--- config.mk ---
export PLATFORM = sky130hd
export DESIGN_NAME = mem_access_unit
export DESIGN_NICKNAME = d
export VERILOG_FILES = /design/src/rtl/mips_mem_pkg.sv /design/src/rtl/mem_load_extract.sv /design/src/rtl/mem_access_unit.sv
export SDC_FILE = /design/constraint.sdc
export NUM_CORES = 1
export LEC_CHECK = 0
export CAP_MARGIN = 20
export CELL_PAD_IN_SITES_DETAIL_PLACEMENT = 1
export CELL_PAD_IN_SITES_GLOBAL_PLACEMENT = 1
export CORE_MARGIN = 1
export CORE_UTILIZATION = 30
export CTS_BUF_LIST = sky130_fd_sc_hd__clkbuf_16
export DETAILED_ROUTE_END_ITERATION = 12
export PLACE_DENSITY = 0.76
export SLEW_MARGIN = 20
export SYNTH_ARGS = -nofsm -noshare
export SYNTH_HDL_FRONTEND = slang
export SYNTH_SLANG_ARGS = --single-unit
export TNS_END_PERCENT = 30
--- constraint.sdc ---
create_clock -name clk -period 5.5 [get_ports clk]
set_clock_uncertainty 0.15 [all_clocks]
set_input_delay 0.825 -clock clk [delete_from_list [all_inputs] [get_ports clk]]
set_output_delay 0.825 -clock clk [all_outputs]
set_load 0.05 [all_outputs]
--- src/rtl/mips_mem_pkg.sv ---
// Shared types for the load/store unit of the multicycle MIPS datapath.
// Holds the memory operation encoding, the access FSM state encoding and
// small decode helpers used by both the control path and the load extractor.
package mips_mem_pkg;

    typedef enum logic [3:0] {
        LB  = 4'd0,
        LBU = 4'd1,
        LH  = 4'd2,
        LHU = 4'd3,
        LW  = 4'd4,
        LWL = 4'd5,
        LWR = 4'd6,
        SB  = 4'd8,
        SH  = 4'd9,
        SW  = 4'd10
    } mem_op_t;

    typedef enum logic [1:0] {
        S_IDLE   = 2'd0,
        S_ACCESS = 2'd1,
        S_RESP   = 2'd2
    } state_t;

    // True for every operation that reads memory.
    function automatic logic is_load(input mem_op_t op);
        logic res;
        case (op)
            LB, LBU, LH, LHU, LW, LWL, LWR: res = 1'b1;
            default:                        res = 1'b0;
        endcase
        return res;
    endfunction

    // True for any encoding that names a real operation (7 and 11..15 are holes).
    function automatic logic is_legal(input logic [3:0] op);
        logic res;
        case (op)
            LB, LBU, LH, LHU, LW, LWL, LWR, SB, SH, SW: res = 1'b1;
            default:                                    res = 1'b0;
        endcase
        return res;
    endfunction

    // Halfword ops need an even offset, word ops a zero offset; byte and
    // unaligned-word ops (LWL/LWR) accept any offset.
    function automatic logic is_misaligned(input mem_op_t op, input logic [1:0] k);
        logic res;
        case (op)
            LH, LHU, SH: res = k[0];
            LW, SW:      res = (k != 2'b00);
            default:     res = 1'b0;
        endcase
        return res;
    endfunction

endpackage

--- src/rtl/mem_load_extract.sv ---
// Combinational writeback formatter for loads.
// Ports:
//   readdata  in  32  word returned by memory (little-endian lanes)
//   k         in  2   byte offset of the original address
//   op        in  4   load operation
//   rt_prev   in  32  current rt value, merged into by LWL/LWR
//   result    out 32  value ready for register writeback
module mem_load_extract
    import mips_mem_pkg::*;
(
    input  logic [31:0] readdata,
    input  logic [1:0]  k,
    input  mem_op_t     op,
    input  logic [31:0] rt_prev,
    output logic [31:0] result
);

    logic [4:0]  lane_sh_s;
    logic [4:0]  lwl_sh_s;
    logic [7:0]  byte_s;
    logic [15:0] half_s;

    assign lane_sh_s = {k, 3'b000};
    // LWL places memory byte k at rt byte 3, i.e. shifts left by 3-k bytes.
    assign lwl_sh_s  = {2'd3 - k, 3'b000};
    assign byte_s    = readdata[lane_sh_s +: 8];
    assign half_s    = k[1] ? readdata[31:16] : readdata[15:0];

    // Select, extend or merge the returned word according to the operation.
    always_comb begin
        result = 32'd0;
        case (op)
            LB:  result = {{24{byte_s[7]}}, byte_s};
            LBU: result = {24'd0, byte_s};
            LH:  result = {{16{half_s[15]}}, half_s};
            LHU: result = {16'd0, half_s};
            LW:  result = readdata;
            // Memory bytes k..0 land in rt bytes 3..3-k; lower rt bytes survive.
            LWL: result = (readdata << lwl_sh_s) | (rt_prev & ~(32'hFFFF_FFFF << lwl_sh_s));
            // Memory bytes 3..k land in rt bytes 3-k..0; upper k rt bytes survive.
            LWR: result = (readdata >> lane_sh_s) | (rt_prev & ~(32'hFFFF_FFFF >> lane_sh_s));
            default: result = 32'd0;
        endcase
    end

endmodule

--- src/rtl/mem_access_unit.sv ---
// Load/store unit: turns an ALU byte address into one Avalon-style access.
// Ports:
//   clk, reset          clock and synchronous active-high reset
//   start, mem_op, addr request handshake, op code and byte address
//   store_data, rt_prev store value and current rt (LWL/LWR merge source)
//   busy, done          not-idle flag and one-cycle completion pulse
//   addr_error          misalignment flag, valid with done
//   load_data           formatted load result, held until the next load
//   avm_*               Avalon-MM master (word address, strobes, data, stall)
// All outputs come straight from registers; nothing combinational reaches
// the bus from start.
module mem_access_unit
    import mips_mem_pkg::*;
(
    input  logic        clk,
    input  logic        reset,
    input  logic        start,
    input  logic [3:0]  mem_op,
    input  logic [31:0] addr,
    input  logic [31:0] store_data,
    input  logic [31:0] rt_prev,
    output logic        busy,
    output logic        done,
    output logic        addr_error,
    output logic [31:0] load_data,
    output logic [31:0] avm_address,
    output logic        avm_read,
    output logic        avm_write,
    output logic [31:0] avm_writedata,
    output logic [3:0]  avm_byteenable,
    input  logic        avm_waitrequest,
    input  logic [31:0] avm_readdata
);

    state_t      state_r, state_nx;
    mem_op_t     op_r, op_nx;
    logic [1:0]  k_r, k_nx;
    logic [31:0] rt_prev_r, rt_prev_nx;
    logic        busy_r, done_r, err_r, err_nx;
    logic        rd_r, rd_nx, wr_r, wr_nx;
    logic [31:0] addr_r, addr_nx, wdata_r, wdata_nx, load_r, load_nx;
    logic [3:0]  be_r, be_nx;

    mem_op_t     req_op_s;
    logic [1:0]  req_k_s;
    logic [31:0] st_wdata_s;
    logic [3:0]  st_be_s;
    logic [31:0] extract_s;

    assign req_op_s = mem_op_t'(mem_op);
    assign req_k_s  = addr[1:0];

    mem_load_extract u_extract (
        .readdata (avm_readdata),
        .k        (k_r),
        .op       (op_r),
        .rt_prev  (rt_prev_r),
        .result   (extract_s)
    );

    // Store lane steering: replicate data across the word, enable only the target lanes.
    always_comb begin
        st_wdata_s = wdata_r;
        st_be_s    = 4'b1111;
        case (req_op_s)
            SB: begin
                st_wdata_s = {4{store_data[7:0]}};
                st_be_s    = 4'b0001 << req_k_s;
            end
            SH: begin
                st_wdata_s = {2{store_data[15:0]}};
                st_be_s    = req_k_s[1] ? 4'b1100 : 4'b0011;
            end
            SW: begin
                st_wdata_s = store_data;
                st_be_s    = 4'b1111;
            end
            default: begin
                st_wdata_s = wdata_r;
                st_be_s    = 4'b1111;
            end
        endcase
    end

    // Next-state and next-output decode; bus fields hold unless a new access starts.
    always_comb begin
        state_nx   = state_r;
        op_nx      = op_r;
        k_nx       = k_r;
        rt_prev_nx = rt_prev_r;
        err_nx     = 1'b0;
        rd_nx      = 1'b0;
        wr_nx      = 1'b0;
        addr_nx    = addr_r;
        wdata_nx   = wdata_r;
        be_nx      = be_r;
        load_nx    = load_r;
        case (state_r)
            S_IDLE: begin
                if (start) begin
                    op_nx      = req_op_s;
                    k_nx       = req_k_s;
                    rt_prev_nx = rt_prev;
                    if (!is_legal(mem_op)) begin
                        state_nx = S_RESP;
                    end else if (is_misaligned(req_op_s, req_k_s)) begin
                        state_nx = S_RESP;
                        err_nx   = 1'b1;
                    end else begin
                        state_nx = S_ACCESS;
                        rd_nx    = is_load(req_op_s);
                        wr_nx    = !is_load(req_op_s);
                        addr_nx  = {addr[31:2], 2'b00};
                        wdata_nx = st_wdata_s;
                        be_nx    = st_be_s;
                    end
                end else begin
                    state_nx = S_IDLE;
                end
            end
            S_ACCESS: begin
                if (!avm_waitrequest) begin
                    state_nx = S_RESP;
                    if (rd_r) begin
                        load_nx = extract_s;
                    end else begin
                        load_nx = load_r;
                    end
                end else begin
                    rd_nx = rd_r;
                    wr_nx = wr_r;
                end
            end
            S_RESP: begin
                state_nx = S_IDLE;
            end
            default: begin
                state_nx = S_IDLE;
            end
        endcase
    end

    // State and output registers; busy/done are decoded from the next state so they are registered too.
    always_ff @(posedge clk) begin
        if (reset) begin
            state_r   <= S_IDLE;
            op_r      <= LB;
            k_r       <= 2'd0;
            rt_prev_r <= 32'd0;
            busy_r    <= 1'b0;
            done_r    <= 1'b0;
            err_r     <= 1'b0;
            rd_r      <= 1'b0;
            wr_r      <= 1'b0;
            addr_r    <= 32'd0;
            wdata_r   <= 32'd0;
            be_r      <= 4'd0;
            load_r    <= 32'd0;
        end else begin
            state_r   <= state_nx;
            op_r      <= op_nx;
            k_r       <= k_nx;
            rt_prev_r <= rt_prev_nx;
            busy_r    <= (state_nx != S_IDLE);
            done_r    <= (state_nx == S_RESP);
            err_r     <= err_nx;
            rd_r      <= rd_nx;
            wr_r      <= wr_nx;
            addr_r    <= addr_nx;
            wdata_r   <= wdata_nx;
            be_r      <= be_nx;
            load_r    <= load_nx;
        end
    end

    assign busy           = busy_r;
    assign done           = done_r;
    assign addr_error     = err_r;
    assign load_data      = load_r;
    assign avm_address    = addr_r;
    assign avm_read       = rd_r;
    assign avm_write      = wr_r;
    assign avm_writedata  = wdata_r;
    assign avm_byteenable = be_r;

endmodule

==> metrics.txt <==
status=finished, final reports clean; post-CTS setup buffer count=0; Bufs and invs on worst path=1; clk sinks=143; vias in the first global route=approximately 7400; DRC Markers=0; Hold EP=load_data[4]$_SDFFE_PP0P_; clock slew at reported path FFs=around 0.070 ns; Syn Std Cell Area=~7300 µm²; largest family of logic cells by synthesized area=compound AO/OA/AOI/OAI gates; DIE AREA=~25000 µm²; Static Leak=3.60 nW; CTS root buf=clkbuf_16; Internal=1.99 mW; #FFs+latches synth=about 140; synth-to-layout area growth=41.6%; Critical Path Max Stage Delay=about 0.76 ns; Seq/Total Area, Yosys=0.390; crit-path leading delay family=simple AND/OR/NAND/NOR gates; grt total ovfl=0; max-cap violations=0; share of cells above drive strength 1=0.0911; port buffer count=between 200 and 250; Simple-Gate Fraction of Synth Area=0.162; post-route cell area=~10000 µm²; Worst Hold Depth=1; antenna-violating nets left=0; Logic pwr share=0.218; Synth Area in Compound Gates=0.294; clock share of power=0.394; Max-Slew Margin vs Limit=0.212; reg2reg path depth=6; Main synth FF type=dfxtp_1; Worst Hold Launch=load_data[4]$_SDFFE_PP0P_; Fmax achieved=between 200 and 300 MHz; GP Congestion=between 0.8 and 0.9; switching share of power=0.321; endpoint of the most critical register-to-register path=load_data[16]$_SDFFE_PP0P_; DIE WIDTH=approximately 160 µm; core box area=around 24000 µm²; post-CTS resize count=0; Core Util, Final=0.438; Adder-Cell Fraction of Synth Area=0; total power=2.92 mW; maximum root-to-sink buffer count=2; initial antenna violation count=0; largest net degree at the start of global routing=75; Worst R2R Start=k_r[1]$_SDFFE_PP0P_; Routed WL=~28 mm; all-layer global routing usage=0.220; P per Cell Area=approximately 280 nW/µm²; clk_lat worst skew=around 0.42 ns; final hold vios=0; Max Slew Vio Count=0; Place WS=about 1.6 ns; setup tns final=0 ns; Net count, final=1166; # rows=56; Post-DP HPWL=19.3 mm; fraction of registers with async set/reset=0; I/O pin count=about 240; starting density of the core=0.309; Mapped Cells=roughly 850; Synth Warn #=0; CP Capture Type=flip-flop; xor/xnor share of the synthesized area=0.00119; Vias=~7500; final worst setup slack=1.98 ns; Sequential Power Share=0.388; H-tree depth=4; DR vias/cell=about 5.5; Slowest-stage cell, CP=a311o_1; Post-synth EDFFs=0; post-synthesis mux area share=0.0921; mean area per synthesized cell=8.68 µm²; fin crit share=0.641; Num CTS Buffers=17; TritonCTS clock tree=yes; worst slew pin tran=about 1.2 ns; RSZ-0062 raised after global routing=no; Crit path arrival time=3.75 ns; DR iter-0 viols=around 600; unique cell type count in the Yosys netlist=68; DP Area=between 9000 and 10000 µm²; crit-path cells=clkdlybuf4s50_1 -> nand4bb_1 -> a311o_1 -> or2_1 -> a31oi_1 -> a21o_1; first-pass GRT wire length=~42 mm; Peak supply drop=0.000206 V; Hold WC Path Type=flip-flop to flip-flop; CP required=about 5.7 ns; Sw Pwr=0.937 mW; R2R Setup Slk=approximately 2.5 ns; setup violators final=0; CTS Hold Buffers Added=0; n_diodes=0; startpoint types=input pin; critical path type=input pin to flip-flop; Pre-antenna DRT Iters=8; crit-path max FO=20; minimum clock period=3.52 ns; DR WL/cell=about 20 µm; Crit. path cell count=6; Die Height=~160 µm
## final cells by class
type	instances	area (µm²)
clock buffers	17	425
clock inverters	15	150
fillers	2718	13400
inverters	2	7.51
multi-input cells	613	4050
flip-flops and latches	143	2860
well taps	319	399
repair buffers	253	2500
## power groups by stage
stage               sequential, mW  combinational, mW  clock [mW]
floorplan                     1.23              0.298           0
global placement              1.15              0.624           0
detailed placement            1.16              0.635           0
CTS                           1.13              0.638        1.18
global route                  1.14              0.682        1.22
finish                        1.13              0.638        1.15
## metrics by stage
step,instances,hold slack (ns)
3_5_place_dp,1330,0.292
4_1_cts,1362,0.307
5_1_grt,1362,0.329
2_1_floorplan,847,0.284
3_3_place_gp,1329,0.288
6_report,1362,0.307
## cells in the mapped netlist, types with 9 or more instances
cell,instances,area [µm²]
dfxtp_1,143,2860
buf_2,28,140
a21oi_1,120,601
mux2i_1,36,360
a22oi_1,10,75.1
nand2b_1,14,87.6
a222oi_1,23,230
a211oi_2,16,200
nor2_1,18,67.6
a221oi_1,13,114
o21ai_0,47,235
mux4_2,9,203
clkbuf_1,44,165
a21o_1,18,135
nand2_1,127,477
nand3_1,35,175
o21ai_1,11,55.1
## logic make-up after synthesis
| kind of cell | after synthesis |
|---|---|
| AO/OA/AOI/OAI | 313 |
| XOR/XNOR | 1 |
| buffers and inverters | 91 |
| flip-flops | 143 |
| multiplexers | 55 |
| other | 1 |
| AND/OR/NAND/NOR | 242 |
## sequential cells by signal (all words and copies together), names as in the netlist, 2 cells and up
register	count
load_data	32
rt_prev_r	32
k_r	2
avm_address	30
op_r	4
avm_writedata	32
state_r	2
avm_byteenable	4
## routing by layer
layer,vias to the layer above,track usage,part of all wire
met5,-,0.0166,0.0017
met4,2,0.0783,0.023
met3,47,0.0558,0.070
met2,244,0.345,0.46
met1,3646,0.289,0.44
li1,3521,-,-
## placed cells by master, fill, tap and decap left out, types with 5 or more instances in the layout
cell             count
a22o_1               5
a211oi_2            16
buf_4               15
o21ai_0             47
mux2i_1             36
a222oi_1            23
nand2_1            127
o21ai_1             11
a21oi_1            120
a311oi_2             6
a21o_1              18
nor2_1              18
mux2_1               6
clkbuf_16           17
a22oi_1             10
mux4_2               9
nand4b_1             8
a221oi_1            13
nand2b_1            14
nor2b_1              6
nor3_1               5
a311oi_1             7
clkdlybuf4s50_1    237
nand3_1             35
dfxtp_1            142
a211oi_1             8
## how the worst max path moves through the flow
stage	startpoint	endpoint	slack [ns]
after floorplan	mem_op[3]	avm_writedata[10]$_SDFFE_PP0P_	3.07
after global placement	mem_op[0]	avm_writedata[10]$_SDFFE_PP0P_	1.73
after detailed placement	avm_waitrequest	load_data[13]$_SDFFE_PP0P_	1.62
after CTS	avm_waitrequest	load_data[13]$_SDFFE_PP0P_	2.01
after global routing	avm_waitrequest	load_data[13]$_SDFFE_PP0P_	1.89
final	avm_waitrequest	load_data[13]$_SDFFE_PP0P_	1.98
No activity file was read; power rests on OpenSTA's default activity.
